File: src/rtl/spram_bank_ctrl.sv
// spram_bank_ctrl: turns one external single-port SRAM bank into a valid/ready
// FIFO. Each cycle the single RAM port goes to either a push (write) or a
// prefetch (read) into a 2-entry output buffer; contested cycles alternate.
//
// Handshake: a beat transfers on a rising clk edge where valid & ready are both
// high. The producer holds data stable while valid & ~ready. in_ready never
// depends on in_valid, and out_valid never depends on out_ready.
module spram_bank_ctrl #(
    parameter int DATA_WIDTH = 8,
    parameter int RAM_DEPTH  = 16,
    parameter int ADDR_WIDTH = $clog2(RAM_DEPTH),
    parameter int CNT_WIDTH  = $clog2(RAM_DEPTH + 3)
) (
    input  logic                  clk,
    input  logic                  rst,
    input  logic [DATA_WIDTH-1:0] in_data,
    input  logic                  in_valid,
    output logic                  in_ready,
    output logic [DATA_WIDTH-1:0] out_data,
    output logic                  out_valid,
    input  logic                  out_ready,
    output logic                  ram_en,
    output logic                  ram_we,
    output logic [ADDR_WIDTH-1:0] ram_addr,
    output logic [DATA_WIDTH-1:0] ram_wdata,
    input  logic [DATA_WIDTH-1:0] ram_rdata,
    output logic [CNT_WIDTH-1:0]  count
);

    localparam logic [ADDR_WIDTH-1:0] LAST_ADDR = ADDR_WIDTH'(RAM_DEPTH - 1);
    localparam logic [CNT_WIDTH-1:0]  DEPTH_CNT = CNT_WIDTH'(RAM_DEPTH);

    logic [ADDR_WIDTH-1:0]          wr_ptr_q, wr_ptr_d;
    logic [ADDR_WIDTH-1:0]          rd_ptr_q, rd_ptr_d;
    logic [CNT_WIDTH-1:0]           ram_cnt_q, ram_cnt_d;
    logic                           rd_inflight_q, rd_inflight_d;
    logic [1:0][DATA_WIDTH-1:0]     ob_q, ob_d;
    logic [1:0]                     ob_cnt_q, ob_cnt_d;
    logic                           last_rd_q, last_rd_d;

    logic                           rd_req;
    logic                           wr_ok;
    logic                           wr_gnt;
    logic                           rd_gnt;
    logic                           conflict;
    logic                           ob_push;
    logic                           ob_pop;
    logic [1:0]                     ob_wr_idx;

    // Port arbitration: reads prefetch only while the output buffer has room
    // counting the read already in flight; on contention last_rd alternates.
    always_comb begin
        rd_req    = ~rst & (ram_cnt_q != '0)
                    & ((ob_cnt_q + {1'b0, rd_inflight_q}) < 2'd2);
        wr_ok     = ~rst & (ram_cnt_q < DEPTH_CNT);
        in_ready  = wr_ok & (~rd_req | last_rd_q);
        wr_gnt    = in_valid & in_ready;
        rd_gnt    = rd_req & ~wr_gnt;
        conflict  = rd_req & in_valid & wr_ok;
        ram_en    = wr_gnt | rd_gnt;
        ram_we    = wr_gnt;
        ram_addr  = wr_gnt ? wr_ptr_q : rd_ptr_q;
        ram_wdata = in_data;
        out_valid = (ob_cnt_q != 2'd0);
        out_data  = ob_q[0];
        count     = ram_cnt_q + CNT_WIDTH'(rd_inflight_q) + CNT_WIDTH'(ob_cnt_q);
    end

    // Next state: pointers with non-power-of-two wrap, occupancy, and the
    // output buffer which may pop its head and accept returning read data at once.
    always_comb begin
        wr_ptr_d      = wr_ptr_q;
        rd_ptr_d      = rd_ptr_q;
        ram_cnt_d     = ram_cnt_q + CNT_WIDTH'(wr_gnt) - CNT_WIDTH'(rd_gnt);
        rd_inflight_d = rd_gnt;
        last_rd_d     = conflict ? rd_gnt : last_rd_q;
        ob_push       = rd_inflight_q;
        ob_pop        = out_valid & out_ready;
        ob_wr_idx     = ob_cnt_q - {1'b0, ob_pop};
        ob_d          = ob_q;
        ob_cnt_d      = ob_cnt_q + {1'b0, ob_push} - {1'b0, ob_pop};

        if (wr_gnt) begin
            wr_ptr_d = (wr_ptr_q == LAST_ADDR) ? '0 : wr_ptr_q + 1'b1;
        end
        if (rd_gnt) begin
            rd_ptr_d = (rd_ptr_q == LAST_ADDR) ? '0 : rd_ptr_q + 1'b1;
        end
        if (ob_pop) begin
            ob_d[0] = ob_q[1];
        end
        if (ob_push) begin
            if (ob_wr_idx == 2'd0) begin
                ob_d[0] = ram_rdata;
            end else begin
                ob_d[1] = ram_rdata;
            end
        end
    end

    // State registers; reset discards contents including any read in flight.
    always_ff @(posedge clk) begin
        if (rst) begin
            wr_ptr_q      <= '0;
            rd_ptr_q      <= '0;
            ram_cnt_q     <= '0;
            rd_inflight_q <= 1'b0;
            ob_q          <= '0;
            ob_cnt_q      <= 2'd0;
            last_rd_q     <= 1'b0;
        end else begin
            wr_ptr_q      <= wr_ptr_d;
            rd_ptr_q      <= rd_ptr_d;
            ram_cnt_q     <= ram_cnt_d;
            rd_inflight_q <= rd_inflight_d;
            ob_q          <= ob_d;
            ob_cnt_q      <= ob_cnt_d;
            last_rd_q     <= last_rd_d;
        end
    end

endmodule

File: config.mk
export PLATFORM = sky130hd
export DESIGN_NAME = spram_bank_ctrl
export DESIGN_NICKNAME = d
export VERILOG_FILES = /design/src/rtl/spram_bank_ctrl.sv
export SDC_FILE = /design/constraint.sdc
export NUM_CORES = 1
export LEC_CHECK = 0
export ABC_AREA = 1
export ABC_CLOCK_PERIOD_IN_PS = 5500
export CAP_MARGIN = 20
export CORE_MARGIN = 2
export CORE_UTILIZATION = 53
export DETAILED_ROUTE_END_ITERATION = 8
export HOLD_SLACK_MARGIN = 0.12
export PLACE_DENSITY_LB_ADDON = 0.08
export SYNTH_ARGS = -nofsm -noshare
export SYNTH_HDL_FRONTEND = slang
export SYNTH_SLANG_ARGS = --single-unit
File: constraint.sdc
create_clock -name clk -period 5.5 [get_ports clk]
set_input_delay 0.55 -clock clk [delete_from_list [all_inputs] [get_ports clk]]
set_output_delay 0.55 -clock clk [all_outputs]
set_load 0.005 [all_outputs]
* Word-level counts from Yosys, hierarchy flattened
Cells that the tools add are included.
** Cells by class
- Add/subtract/negate cells :: 9
- Magnitude comparators :: 2
- Equal/unequal tests :: 2
- Mux-type cells :: 6
- Bitwise logic cells :: 15
- Reductions and logical operators :: 4
** Operators by type and width (number)
- 8-bit 2-to-1 mux :: 3
- 4-bit 2-to-1 mux :: 3
- 5-bit by 1-bit adder with 5-bit output :: 2
- 1-bit AND :: 9
- 4-bit by 1-bit adder with 4-bit output (second input constant) :: 2
- 4-bit == test (second input constant) :: 2
- 5-bit by 2-bit adder with 5-bit output :: 1
- 5-bit < comparator (second input constant) :: 1
- 5-bit nonzero test :: 1
- 5-bit by 1-bit subtractor with 5-bit output :: 1
- 1-bit inverter :: 4
- 2-bit by 1-bit subtractor with 2-bit output :: 2
- 2-bit by 1-bit adder with 2-bit output :: 1
- 2-bit logical NOT :: 1
- 2-bit < comparator (second input constant) :: 1
- 1-bit OR :: 2
- 2-bit AND reduction :: 1
- 2-bit nonzero test :: 1
** Storage, ports and cells
- Bits in registers :: 33
- Bits of input ports :: 20
- Output and inout bits :: 29
- Word-level logic and storage cells :: 46

* Longest topological paths before layout
Gate-level depths: netlist of the first run.
- Word-level depth :: 10
- Gate-level depth with buffers :: 17
- Mapped depth without buffers :: 17

* Worst setup path before layout of the first run
OpenSTA, ideal clock, no wires.
- Kind :: register to register
- From :: register ram_cnt_q[2]
- To :: register ram_cnt_q[4]
- Library setup time :: 0.122 ns
- Data arrival time :: 2.330 ns
- Data required time :: 5.378 ns
- Setup slack :: 3.048 ns
- Cell stages (with the launch flop) :: 18
- Path buffers :: 0
- Clock period less this slack :: 2.452 ns
- Cells stage by stage :: dfxtp_1 -> inv_1 -> ha_1 -> inv_1 -> nor2_1 -> nand2_1 -> nand2_1 -> nor2_4 -> nand2_4 -> inv_2 -> ha_1 -> inv_1 -> ha_1 -> fa_1 -> a21oi_1 -> o21bai_1 -> o21ai_0 -> a21oi_1
** On the way
- Longest elaborated chain between the ends :: 10
- Elaborated cells between the ends (all ways) :: 13
- Those cells by class :: add/sub: 2; order compare: 1; bitwise: 9; reduce/logical: 1
** RTL lines
- from (decl) :: line 35 : logic [CNT_WIDTH-1:0] ram_cnt_q, ram_cnt_d;
- from (signal assigned) :: line 114 : ram_cnt_q <= ram_cnt_d;
- branches (longest 8 deep; another with 5-bit < comparator)
- 1-bit AND (*) :: line 58 : rd_gnt = rd_req & ~wr_gnt;
- net rd_gnt :: line 44 : logic rd_gnt;
- 5-bit by 1-bit subtractor with 5-bit output (*) :: line 74 : ram_cnt_d = ram_cnt_q + CNT_WIDTH'(wr_gnt) - CNT_WIDTH'(rd_gnt);
Mark *: on every way through the listed nets, which the timed path passes.
A chain may end at the register's enable or synchronous reset.

* Worst setup path after layout of the first run
- From :: input port rst
- To :: register ram_cnt_q[4]
** On the way
- Longest elaborated chain between the ends :: 10
- Elaborated cells between the ends (all ways) :: 12
- Those cells by class :: add/sub: 2; bitwise: 10
** RTL lines
- from (decl) :: line 15 : input logic rst,
- 1-bit inverter (*) :: line 53, 55
- 1-bit AND :: line 53 : rd_req = ~rst & (ram_cnt_q != '0)
- 1-bit AND :: line 54 : & ((ob_cnt_q + {1'b0, rd_inflight_q}) < 2'd2);
- 1-bit inverter :: line 56 : in_ready = wr_ok & (~rd_req | last_rd_q);
- 1-bit OR :: line 56
- 1-bit AND :: line 56
- 1-bit AND :: line 57 : wr_gnt = in_valid & in_ready;
- 1-bit inverter :: line 58
- 1-bit AND (*) :: line 58
- net rd_gnt :: line 44
- 5-bit by 1-bit subtractor with 5-bit output (*) :: line 74
Mark *: on every way through the listed nets, which the timed path passes. The rest lies on a longest branch.

==> results of run 1 <==
-- logic make-up after synthesis --
kind of cell    Yosys count
flops                    33
compound gates           59
simple gates             74
mux                       3
buf+inv                  63
fa+ha+maj                15
xor+xnor                  6
-- stage by stage --
| stage | total power (W) | cells |
|---|---|---|
| CTS | 0.00118 | 316 |
| finish | 0.00117 | 316 |
| global placement | 0.000984 | 309 |
| global route | 0.00128 | 316 |
| detailed placement | 0.000999 | 309 |
| floorplan | 0.000830 | 253 |
-- critical path, cell delays in order --
cell	delay [ns]
clkdlybuf4s50_1	0.69
inv_2	0.44
nand2_1	0.15
nor2_4	0.19
nand2_8	0.12
nand2_4	0.11
inv_2	0.04
ha_1	0.26
inv_1	0.04
ha_1	0.19
fa_1	0.40
a21oi_1	0.16
o21bai_1	0.08
o21ai_0	0.14
a21oi_1	0.06
-- layout by cell type, fill, tap and decap left out --
cell type and n:
nand2_1 36, dfxtp_1 33, inv_1 32, clkdlybuf4s50_1 32
a21oi_1 24, o21ai_0 16, nand3_1 15, ha_1 12
nor2_1 11, o21ai_1 11, inv_2 7, clkbuf_8 6
xor2_1 4, a21oi_2 4, o21ai_2 3, nand4_1 3
mux2i_1 3, fa_1 3, nand2_2 2, nor2_4 2
xnor2_1 2, nand3_4 1, nand2_8 1, nand2_4 1
or2_1 1, and3_1 1, o21bai_1 1, clkbuf_1 1
-- layout make-up --
type | instances | area [µm²] | area share
Multi-Input combinational cell | 157 | 983 | 0.436
Sequential cell | 33 | 661 | 0.293
Timing Repair Buffer | 32 | 320 | 0.142
Inverter | 39 | 146 | 0.0649
Clock buffer | 7 | 86.3 | 0.0382
Tap cell | 48 | 60.1 | 0.0266
-- how the worst max path moves through the flow --
stage               slack, ns    startpoint            to
floorplan                3.05  ram_cnt_q[2]  ram_cnt_q[4]
detailed placement       1.69           rst  ram_cnt_q[4]
CTS                      1.99           rst  ram_cnt_q[4]
global placement         1.81           rst  ram_cnt_q[4]
global route             1.74           rst  ram_cnt_q[4]
finish                   2.03           rst  ram_cnt_q[4]
-- sequential cells by signal, indices dropped and copies added, names as in the netlist --
signal     count
ram_cnt_q      5
wr_ptr_q       4
last_rd_q      1
rd_ptr_q       4
ob_cnt_q       2
ob_q           8
ob_push        1
out_data       8
-- metal layers --
| metal | global-route usage | share of wire | vias to the layer above |
|---|---|---|---|
| met3 | 0.0451 | 0.049 | 4 |
| met1 | 0.231 | 0.46 | 698 |
| met2 | 0.327 | 0.48 | 35 |
| li1 | - | - | 826 |
| met4 | 0.0781 | 0.011 | 0 |
| met5 | 0 | 0 | - |
-- where the power goes --
group	total (W)	internal (W)	switching, W
Sequential	0.000371	0.000313	0.0000582
Clock	0.000183	0.0000992	0.0000835
Combinational	0.000613	0.000295	0.000317
Total	0.00117	0.000708	0.000459
==> results.cfg, run 1 <==
[detailed_routing]
drc = 0
viasPerCell = 4.95
ant_nets = 0
drt_wl_total_um = 3610
vias = 1563
dr.pass1.iters = 4
wl_per_cell_um = 11.4
drt_iter0_drc = 57

[setup_path]
cp_max_fo = 24
crit_required_ns = 5.66
reg2reg_to = ram_cnt_q[4]
r2r_start = ram_cnt_q[2]
cp-end-kind = flip-flop
criticalPathCategory = input pin to flip-flop
reg2reg_setup_slack_ns = 2.81
r2r_cells = 17
critPathArrivalTime_ns = 3.64
cp-start-kind = input pin

[die]
pin_count = 49
core_mm2 = 0.00363
die_w_um = 65.0
dieArea_mm2 = 0.00423
start_util = 0.543
rows = 22
die_h_um = 65.0

[status]
status = complete, no violations

[synth]
synth_top_family_by_area = simple AND/OR/NAND/NOR gates
async_reset_ff_frac = 0
synthFlopType = dfxtp_1
synth_seq_cells = 33
synth_cells = 253
synth_commonest_cells = nand2_1, dfxtp_1, inv_1
synth_edf_count = 0
synth.distinct_cells = 30
synth_compound_area_frac = 0.164
synth_top_area_frac = 0.335
syn_area_per_cell_um2 = 7.80
synth_fa_ha_area_frac = 0.106
synth_nets = 288
yosys.area_share.xor_xnor = 0.0266
synth_top_area_cell = dfxtp_1
ys_warn_count = 0
synth.cell_area_mm2 = 0.00197
ys_top_cells_by_area = dfxtp_1, ha_1, nand2_1
yosys.area_share.simple = 0.186
yosysMostFrequentCell = nand2_1
synth.area.mux_share = 0.0152
ys_seq_area_frac = 0.335

[sta]
worst_slack_ns = 2.03
relSlewSlack = 0.574
finalSetupTns_ns = 0
fin_crit_ns = 3.47
clock_skew_ns = 0.00472
fin_crit_sh = 0.631
tightest_slew_ns = 0.639
setup_viol = 0
rsz0062_at_grt = no
hold_viol = 0
fmax_ghz = 0.288
timing.hold.ws_ns = 0.454
drv_slew = 0

[layout]
drive_above_1_share = 0.101
n_antenna_cell = 0
postLayoutCellArea_mm2 = 0.00226
area_delta_synth_final_pct = 14.3
fillers = 348
nets = 303
utilization = 0.621

[global_route]
grtUsageTotal = 0.192
grt_pass1_vias = 1494
antenna_found_initial = 0
grt_max_degree = 25
overflow = 0
grt_pass1_wl_um = 6350

[cts]
clockRootBuffer = clkbuf_8
postCtsSetupRepairBufs = 0
cts_tree = done
clock_latency_ns = 0.28
clkTransAtPathRegs_ns = 0.07
cts_made_buffers = 5
cts_buffer_depth = 2
cts_resized = 0
clock-sinks = 33
htreeDepth = 2
holdBufCountCts = 0

[placed_design]
gp_congestion = 0.813
port-buffer-count = 32
dp_hpwl_um = 2700
dpl_cell_area_mm2 = 0.00217
place_ws_ns = 1.69

[worst_hold_path]
hold_path.class = flip-flop to flip-flop
hold_end = ob_q[10]
min_from = ob_q[10]
holdPathStages = 2

[flow_run]
maxCapViolations = 0

[power]
vdd_ir_drop_max_uv = 259
p_leak_nw = 0.959
power_density_mw_per_mm2 = 517
Power figures use the tool's default switching activity.
==> run 2: changes to the inputs <==
--- a/config.mk
+++ b/config.mk
@@ -6,10 +6,10 @@
 export NUM_CORES = 1
 export LEC_CHECK = 0
 export ABC_AREA = 1
-export ABC_CLOCK_PERIOD_IN_PS = 5500
+export ABC_CLOCK_PERIOD_IN_PS = 3410
 export CAP_MARGIN = 20
 export CORE_MARGIN = 2
-export CORE_UTILIZATION = 53
+export CORE_UTILIZATION = 49
 export DETAILED_ROUTE_END_ITERATION = 8
 export HOLD_SLACK_MARGIN = 0.12
 export PLACE_DENSITY_LB_ADDON = 0.08
==> constraint.sdc (replaced) <==
create_clock -name clk -period 3.41 [get_ports clk]
set_input_delay 0.341 -clock clk [delete_from_list [all_inputs] [get_ports clk]]
set_output_delay 0.341 -clock clk [all_outputs]
set_load 0.005 [all_outputs]
==> run 2 against run 1 <==
Compared with the run above: design area up 0.78%; setup slack worse by 1.3 ns; combinational power up 62%; non-clock buffer count up 2; sequential power up 61%; wire length down 2.0%; register-to-register slack worse by 2.1 ns; final cell count up 1.6%; power up 61%; via count down 2.3%; clock skew down 0.0032 ns; critical endpoint unchanged.
==> results.cfg, run 2 (synthesis gave the netlist of run 1 again) <==
[status]
status = complete, no violations

[setup_path]
reg2reg_to = ram_cnt_q[4]
criticalPathCategory = flip-flop to flip-flop
r2r_cells = 16
cp_max_fo = 18
worstSetupStartpoint = ob_push
reg2reg_setup_slack_ns = 0.70
crit_required_ns = 3.58
endpoint = ram_cnt_q[4]
r2r_start = ob_push
cp-end-kind = flip-flop
cp-start-kind = flip-flop
critPathArrivalTime_ns = 2.88

[sta]
relSlewSlack = 0.553
tightest_slew_ns = 0.670
finalSetupTns_ns = 0
fin_crit_sh = 0.796
worst_slack_ns = 0.697
setup_viol = 0
fin_crit_ns = 2.71
rsz0062_at_grt = no
drv_slew = 0
hold_viol = 0
clock_skew_ns = 0.00156
fmax_ghz = 0.369

[global_route]
grt_max_degree = 24
overflow = 0
grt_pass1_vias = 1398
grt.busiest_layer = met2
grt_pass1_wl_um = 6000
antenna_found_initial = 0
grtUsageTotal = 0.175
gr-usage-met1 = 0.223
use_met2 = 0.284
groute.layer.met3.usage = 0.0417

[cts]
htreeDepth = 2
cts_resized = 0
holdBufCountCts = 0
clkTransAtPathRegs_ns = 0.07
cts_tree = done
cts_made_buffers = 5
postCtsSetupRepairBufs = 0
cts_buffer_depth = 2
clockRootBuffer = clkbuf_8
clock-sinks = 33
clock_latency_ns = 0.28

[flow_run]
maxCapViolations = 0

[die]
rows = 23
die_h_um = 67.5
pin_count = 49
start_util = 0.501
dieArea_mm2 = 0.00455
core_mm2 = 0.00394
die_w_um = 67.5

[placed_design]
dpl_cell_area_mm2 = 0.00219
place_ws_ns = 0.543
port-buffer-count = 32
dp_hpwl_um = 2630
gp_congestion = 0.827

[layout]
postLayoutCellArea_mm2 = 0.00227
drive_above_1_share = 0.114
final_common_cell = nand2_1
mostFrequentLayoutCells = nand2_1, dfxtp_1, inv_1, clkdlybuf4s50_1, a21oi_1
fillers = 387
nets = 305
n_antenna_cell = 0
utilization = 0.577
area_delta_synth_final_pct = 15.2

[detailed_routing]
dr.pass1.iters = 4
drc = 0
viasPerCell = 4.76
ant_nets = 0
vias = 1527
wl_per_cell_um = 11.0
drt_wl_total_um = 3530
drt_iter0_drc = 103

[worst_hold_path]
hold_path.class = flip-flop to flip-flop

[power]
power_w = 0.00188
p_leak_nw = 0.968
power_density_mw_per_mm2 = 825
vdd_ir_drop_max_uv = 482
-- run 2: cell types whose count changed in the layout (fill, tap and decap cells not counted) --
cell | previous run | this run
clkbuf_8 | 6 | 5
clkinvlp_4 | 0 | 1
buf_4 | 0 | 2
clkbuf_1 | 1 | 0
clkinv_2 | 0 | 2
-- run 2: where the power goes --
part	internal, W	leakage, nW	total, W	switching [W]
Clock	0.000141	0.0439	0.000287	0.000147
Sequential	0.000505	0.271	0.000597	0.0000921
Combinational	0.000479	0.654	0.000992	0.000514
-- run 2: metrics by stage --
step	hold WS (ns)	instances
after CTS	0.453	321
after global routing	0.466	321
final	0.451	321
after floorplan	0.430	253
after global placement	0.439	313
after detailed placement	0.443	313
-- run 2: how the worst min path moves through the flow --
stage / startpoint / to / slack, ns / depth (start not counted)
4_1_cts: ob_q[10] / ob_q[10] / 0.45 / 2
5_1_grt: ob_q[9] / ob_q[9] / 0.47 / 2
6_report: ob_q[11] / ob_q[11] / 0.45 / 2
2_1_floorplan: ob_q[10] / ob_q[10] / 0.43 / 2
3_5_place_dp: ob_q[10] / ob_q[10] / 0.44 / 2
3_3_place_gp: ob_q[11] / ob_q[11] / 0.44 / 2
-- run 2: area by class of cell --
class,instances,area [µm²],share of cell area
Multi-Input combinational cell,157,983,0.432
Sequential cell,33,661,0.290
Timing Repair Buffer,34,335,0.147
Inverter,39,146,0.0644
Clock buffer,5,68.8,0.0303
Tap cell,50,62.6,0.0275
Clock inverter,3,17.5,0.00770
-- run 2: critical path, cell delays in order, from the launching register on --
cell	delay, ns
dfxtp_1	0.44
ha_1	0.20
inv_1	0.04
nand2_1	0.06
nand2_2	0.10
nand3_4	0.13
nand2_8	0.11
nand2_4	0.11
inv_2	0.04
ha_1	0.26
inv_1	0.04
ha_1	0.19
fa_1	0.40
a21oi_1	0.16
o21bai_1	0.09
o21ai_0	0.17
a21oi_1	0.05
-- run 2: per-layer routing --
| layer | wire length (µm) | part of all wire | vias up |
|---|---|---|---|
| met2 | 1620 | 0.46 | 26 |
| met3 | 134 | 0.038 | 2 |
| met5 | 0 | 0 | - |
| met4 | 28 | 0.0079 | 0 |
| met1 | 1750 | 0.49 | 662 |
| li1 | - | - | 837 |
==> run 3: changes to the inputs <==
--- a/config.mk
+++ b/config.mk
@@ -6,10 +6,10 @@
 export NUM_CORES = 1
 export LEC_CHECK = 0
 export ABC_AREA = 1
-export ABC_CLOCK_PERIOD_IN_PS = 3410
+export ABC_CLOCK_PERIOD_IN_PS = 2400
 export CAP_MARGIN = 20
 export CORE_MARGIN = 2
-export CORE_UTILIZATION = 49
+export CORE_UTILIZATION = 44
 export DETAILED_ROUTE_END_ITERATION = 8
 export HOLD_SLACK_MARGIN = 0.12
 export PLACE_DENSITY_LB_ADDON = 0.08
==> constraint.sdc (replaced) <==
create_clock -name clk -period 2.4 [get_ports clk]
set_input_delay 0.24 -clock clk [delete_from_list [all_inputs] [get_ports clk]]
set_output_delay 0.24 -clock clk [all_outputs]
set_load 0.005 [all_outputs]
==> run 3 against run 2 <==
Compared with the run above: largest cell class unchanged; register-to-register slack got worse by 0.60 ns; critical path depth unchanged; final cell count grew 5.6%; critical path type unchanged; global-route usage is 0.92 points lower; power increased by 68%; worst hold slack better by 0.0014 ns; sequential cell count unchanged; via count increased by 5.4%; non-clock buffer count increased by 16; setup slack lost 0.60 ns.
==> results.cfg, run 3 (synthesis gave the netlist of run 1 again) <==
[setup_path]
path_delay_family = adder cells
criticalPathCategory = flip-flop to flip-flop
worstPathCellList = ha_2 -> inv_1 -> nand2_1 -> nand2_4 -> nand3_4 -> nand2_8 -> nand2_4 -> inv_2 -> ha_1 -> inv_1 -> ha_2 -> fa_2 -> a21oi_2 -> o21bai_1 -> o21ai_1 -> a21oi_1
cp_max_fo = 5
slowest_delay_ns = 0.34
r2r_start = ob_cnt_q[0]
reg2reg_to = ram_cnt_q[4]
critPathArrivalTime_ns = 2.48
cp_slowest_cell = dfxtp_2
cp-end-kind = flip-flop
path_buf_inv = 3
crit_required_ns = 2.58
cp.depth = 16
r2r_cells = 16
reg2reg_setup_slack_ns = 0.1
cp-start-kind = flip-flop

[sta]
worst_slack_ns = 0.0970
relSlewSlack = 0.748
fmax_ghz = 0.434
tightest_slew_ns = 0.378
clock_skew_ns = 0.00629
drv_slew = 0
hold_viol = 0
rsz0062_at_grt = yes
fin_crit_sh = 0.960
setup_viol = 0
fin_crit_ns = 2.30

[placed_design]
placed_cells = 329
port-buffer-count = 32
gp_congestion = 0.818
dp_hpwl_um = 2790
place_ws_ns = -0.142

[die]
core_mm2 = 0.00432
rows = 24
die_h_um = 71.0
die_w_um = 71.0
dieArea_mm2 = 0.00504
start_util = 0.457
pin_count = 49

[flow_run]
maxCapViolations = 0

[worst_hold_path]
hold_end = ob_q[15]
min_from = ob_q[15]
holdPathStages = 2
hold_path.class = flip-flop to flip-flop

[layout]
nets = 321
drive_above_1_share = 0.213
area_delta_synth_final_pct = 26.7
mostFrequentLayoutCells = nand2_1, inv_1, dfxtp_1, clkdlybuf4s50_1, a21oi_1
fillers = 430
final_cells = 339
final_common_cell = nand2_1
n_antenna_cell = 0

[global_route]
overflow = 0
grt_max_degree = 24
antenna_found_initial = 0
grt_pass1_vias = 1544
grtUsageTotal = 0.166
grt_pass1_wl_um = 6620

[power]
power_w = 0.00315
power_density_mw_per_mm2 = 1260
vdd_ir_drop_max_uv = 679
p_leak_nw = 1.17

[detailed_routing]
viasPerCell = 4.75
wl_per_cell_um = 11.5
drt_wl_total_um = 3900
drt_iter0_drc = 69
vias = 1610
ant_nets = 0
drc = 0
dr.pass1.iters = 4

[cts]
clockRootBuffer = clkbuf_8
clock-sinks = 33
htreeDepth = 2
holdBufCountCts = 0
cts_tree = done
clock_latency_ns = 0.29
clkTransAtPathRegs_ns = 0.07
cts_buffer_depth = 2
cts_made_buffers = 5

[status]
status = complete, no violations
==> run 3: worst register-to-register path, cell delays in order, from the launching register on <==
cell and delay, ns:
dfxtp_2 0.34, ha_2 0.18, inv_1 0.04, nand2_1 0.09, nand2_4 0.09, nand3_4 0.12
nand2_8 0.06, nand2_4 0.06, inv_2 0.03, ha_1 0.25, inv_1 0.04, ha_2 0.17
fa_2 0.34, a21oi_2 0.13, o21bai_1 0.08, o21ai_1 0.12, a21oi_1 0.05
==> run 3: power breakdown <==
| part | switching (W) | total, W | internal, W |
|---|---|---|---|
| combinational | 0.000834 | 0.00169 | 0.000858 |
| clock | 0.000220 | 0.000632 | 0.000413 |
| sequential | 0.000102 | 0.000824 | 0.000722 |
==> run 3: how the worst max path moves through the flow <==
stage / start / endpoint
after floorplan: ram_cnt_q[3] / ram_cnt_q[4]
after global placement: rst / ram_cnt_q[4]
after detailed placement: rst / ram_cnt_q[4]
after CTS: ram_cnt_q[3] / ram_cnt_q[4]
after global routing: ob_cnt_q[0] / ram_cnt_q[4]
final: ob_cnt_q[0] / ram_cnt_q[4]
==> run 3: area by class of cell <==
class	count	area [µm²]	area share
well taps	52	65.1	0.0260
inverters	39	146	0.0585
flip-flops and latches	33	666	0.266
repair buffers	50	480	0.192
multi-input cells	157	1010	0.404
clock buffers	5	68.8	0.0275
clock inverters	3	65.1	0.0260
==> run 3: metal layers <==
layer  vias to the layer above  GRT usage  share of wire
li1                        863          -              -
met2                        31      0.288           0.48
met3                         5     0.0399          0.049
met4                         0     0.0734          0.014
met5                         -          0              0
met1                       711      0.195           0.46
==> run 3: what timing repair did <==
action,CTS,global route
setup buffers,2,0
resized for setup,8,14
endpoints found under the setup margin,3,10
endpoints found under the hold margin,0,0
pin swaps,1,3
==> run 3: per-stage QoR <==
step / utilization / hold slack [ns] / cell area, µm² / setup TNS (ns)
after floorplan: - / 0.397 / 1980 / 0
after global placement: 0.533 / 0.440 / 2300 / -0.0921
after detailed placement: 0.533 / 0.445 / 2300 / -0.142
after CTS: 0.571 / 0.454 / 2470 / 0
after global routing: 0.578 / 0.478 / 2500 / -0.0799
final: 0.578 / 0.452 / 2500 / 0
==> RTL edit: new RTL, settings of run 3 <==
Set the parameter `RAM_DEPTH` to 32 (it was 16).
--- a/src/rtl/spram_bank_ctrl.sv
+++ b/src/rtl/spram_bank_ctrl.sv
@@ -8,5 +8,5 @@
 module spram_bank_ctrl #(
     parameter int DATA_WIDTH = 8,
-    parameter int RAM_DEPTH  = 16,
+    parameter int RAM_DEPTH  = 32,
     parameter int ADDR_WIDTH = $clog2(RAM_DEPTH),
     parameter int CNT_WIDTH  = $clog2(RAM_DEPTH + 3)
Interface: changed (resized count and ram_addr); port bits go from 49 to 51. The function was not compared with the original's and may differ.
==> RTL edit against run 3 <==
- via count increased by 15%
- largest cell class unchanged
- sequential cell count increased by 3
- global-route usage decreased by 0.88 points
- critical endpoint unchanged
- final area increased by 15%
- combinational power increased by 23%
- fmax decreased by 4.7%
- routed wire length increased by 18%
- critical path depth unchanged
- sequential power increased by 11%
- setup slack got worse by 0.11 ns
- synthesized area increased by 15%
- the run now ends with negative setup slack left
- total power increased by 9.1%
==> RTL edit: results (changes against run 3) <==
[finish]
nFillCells = 453  ; was 430
buf_share_pct = 18.7  ; was 19.2%
multi_input_area_share_pct = 43.2  ; was 40.4%
final_nets = 371  ; was 321
final_cells = 402  ; was 339
drive_gt1_share_pct = 24.7  ; was 21.3%

[synthesis]
ys_types = 33  ; was 30
yosysSeqAreaShare_pct = 31.8  ; was 33.5%
synth_common_cells = nand2_1, inv_1, dfxtp_1  ; was nand2_1, dfxtp_1, inv_1

[timing]
slew_headroom_pct = 62.1  ; was 74.8%
finalSetupViolations = 1  ; was 0
setup_tns_ns = -0.0155  ; was 0 ns
final.setup.worst_slack_ns = -0.0155  ; was 0.0970 ns

[global_routing]
grt_util_met3_pct = 5.03  ; was 3.99%
grt_util_met1_pct = 20.3  ; was 19.5%
grtUsageMet2_pct = 25.3  ; was 28.8%
grt_pass1_vias = 1600  ; was 1544
grt_pass1_wl_mm = 6.85  ; was 6.62 mm

[detailed_routing]
vias_per_cell = 4.62  ; was 4.75
wl_met2_mm = 2.15  ; was 1.87 mm
drtIter0Drc = 63  ; was 69

[place]
hpwl_mm = 3.33  ; was 2.79 mm
portBuffers = 34  ; was 32

[min_path]
worst_hold_path.endpoint = ob_q[10]$_SDFFE_PP0P_  ; was ob_q[15]$_SDFFE_PP0P_

[outcome]
status = complete, but fails checks  ; was finished, final reports clean
violations = negative setup slack

[worst_setup_path]
r2r_start = ram_cnt_q[1]$_SDFF_PP0_  ; was ob_cnt_q[0]$_SDFF_PP0_

-- RTL edit: cell types whose count changed after synthesis, moves of 3 or more --
cell,delta
o21ai_0,+14
nand3_1,-4
a21oi_1,+3
ha_1,+5
o21ai_1,-10
o21ai_2,+3
dfxtp_1,+3
inv_1,+7
mux2i_1,-3
nand2_1,+12
-- RTL edit: critical path, cell delays in order (launching register included) --
cell and delay, ns:
dfxtp_1 0.32, nor2_1 0.29, nand2_4 0.11, nand3_4 0.12
nand2_8 0.06, nand2_4 0.07, inv_4 0.04, ha_4 0.26
inv_4 0.03, ha_4 0.15, fa_2 0.36, nand2_2 0.07
inv_2 0.04, o21ai_1 0.12, nand2_1 0.08, o21ai_1 0.13
a21oi_1 0.05
-- RTL edit: worst max path at each step --
stage | slack (ns) | depth (start not counted) | endpoint | startpoint
6_report | -0.02 | 16 | ram_cnt_q[4]$_SDFF_PP0_ | ram_cnt_q[1]$_SDFF_PP0_
5_1_grt | -0.15 | 16 | ram_cnt_q[4]$_SDFF_PP0_ | ram_cnt_q[1]$_SDFF_PP0_
4_1_cts | 0.002 | 19 | ram_cnt_q[4]$_SDFF_PP0_ | ram_cnt_q[2]$_SDFF_PP0_
3_5_place_dp | -0.21 | 17 | ram_cnt_q[4]$_SDFF_PP0_ | rst
3_3_place_gp | -0.16 | 17 | ram_cnt_q[4]$_SDFF_PP0_ | rst
2_1_floorplan | 0.005 | 19 | ram_cnt_q[4]$_SDFF_PP0_ | ram_cnt_q[4]$_SDFF_PP0_
-- RTL edit: report_power, final --
part	internal, µW	switching, µW	total [µW]
combinational	1020	1060	2080
clock	203	236	439
sequential	802	116	918
total	2020	1410	3440
-- RTL edit: timing repair --
item                                    4_1_cts  5_1_grt
buffers inserted                              4        1
pin swaps                                     2       13
resized for setup                            11       25
endpoints found under the setup margin        9        7
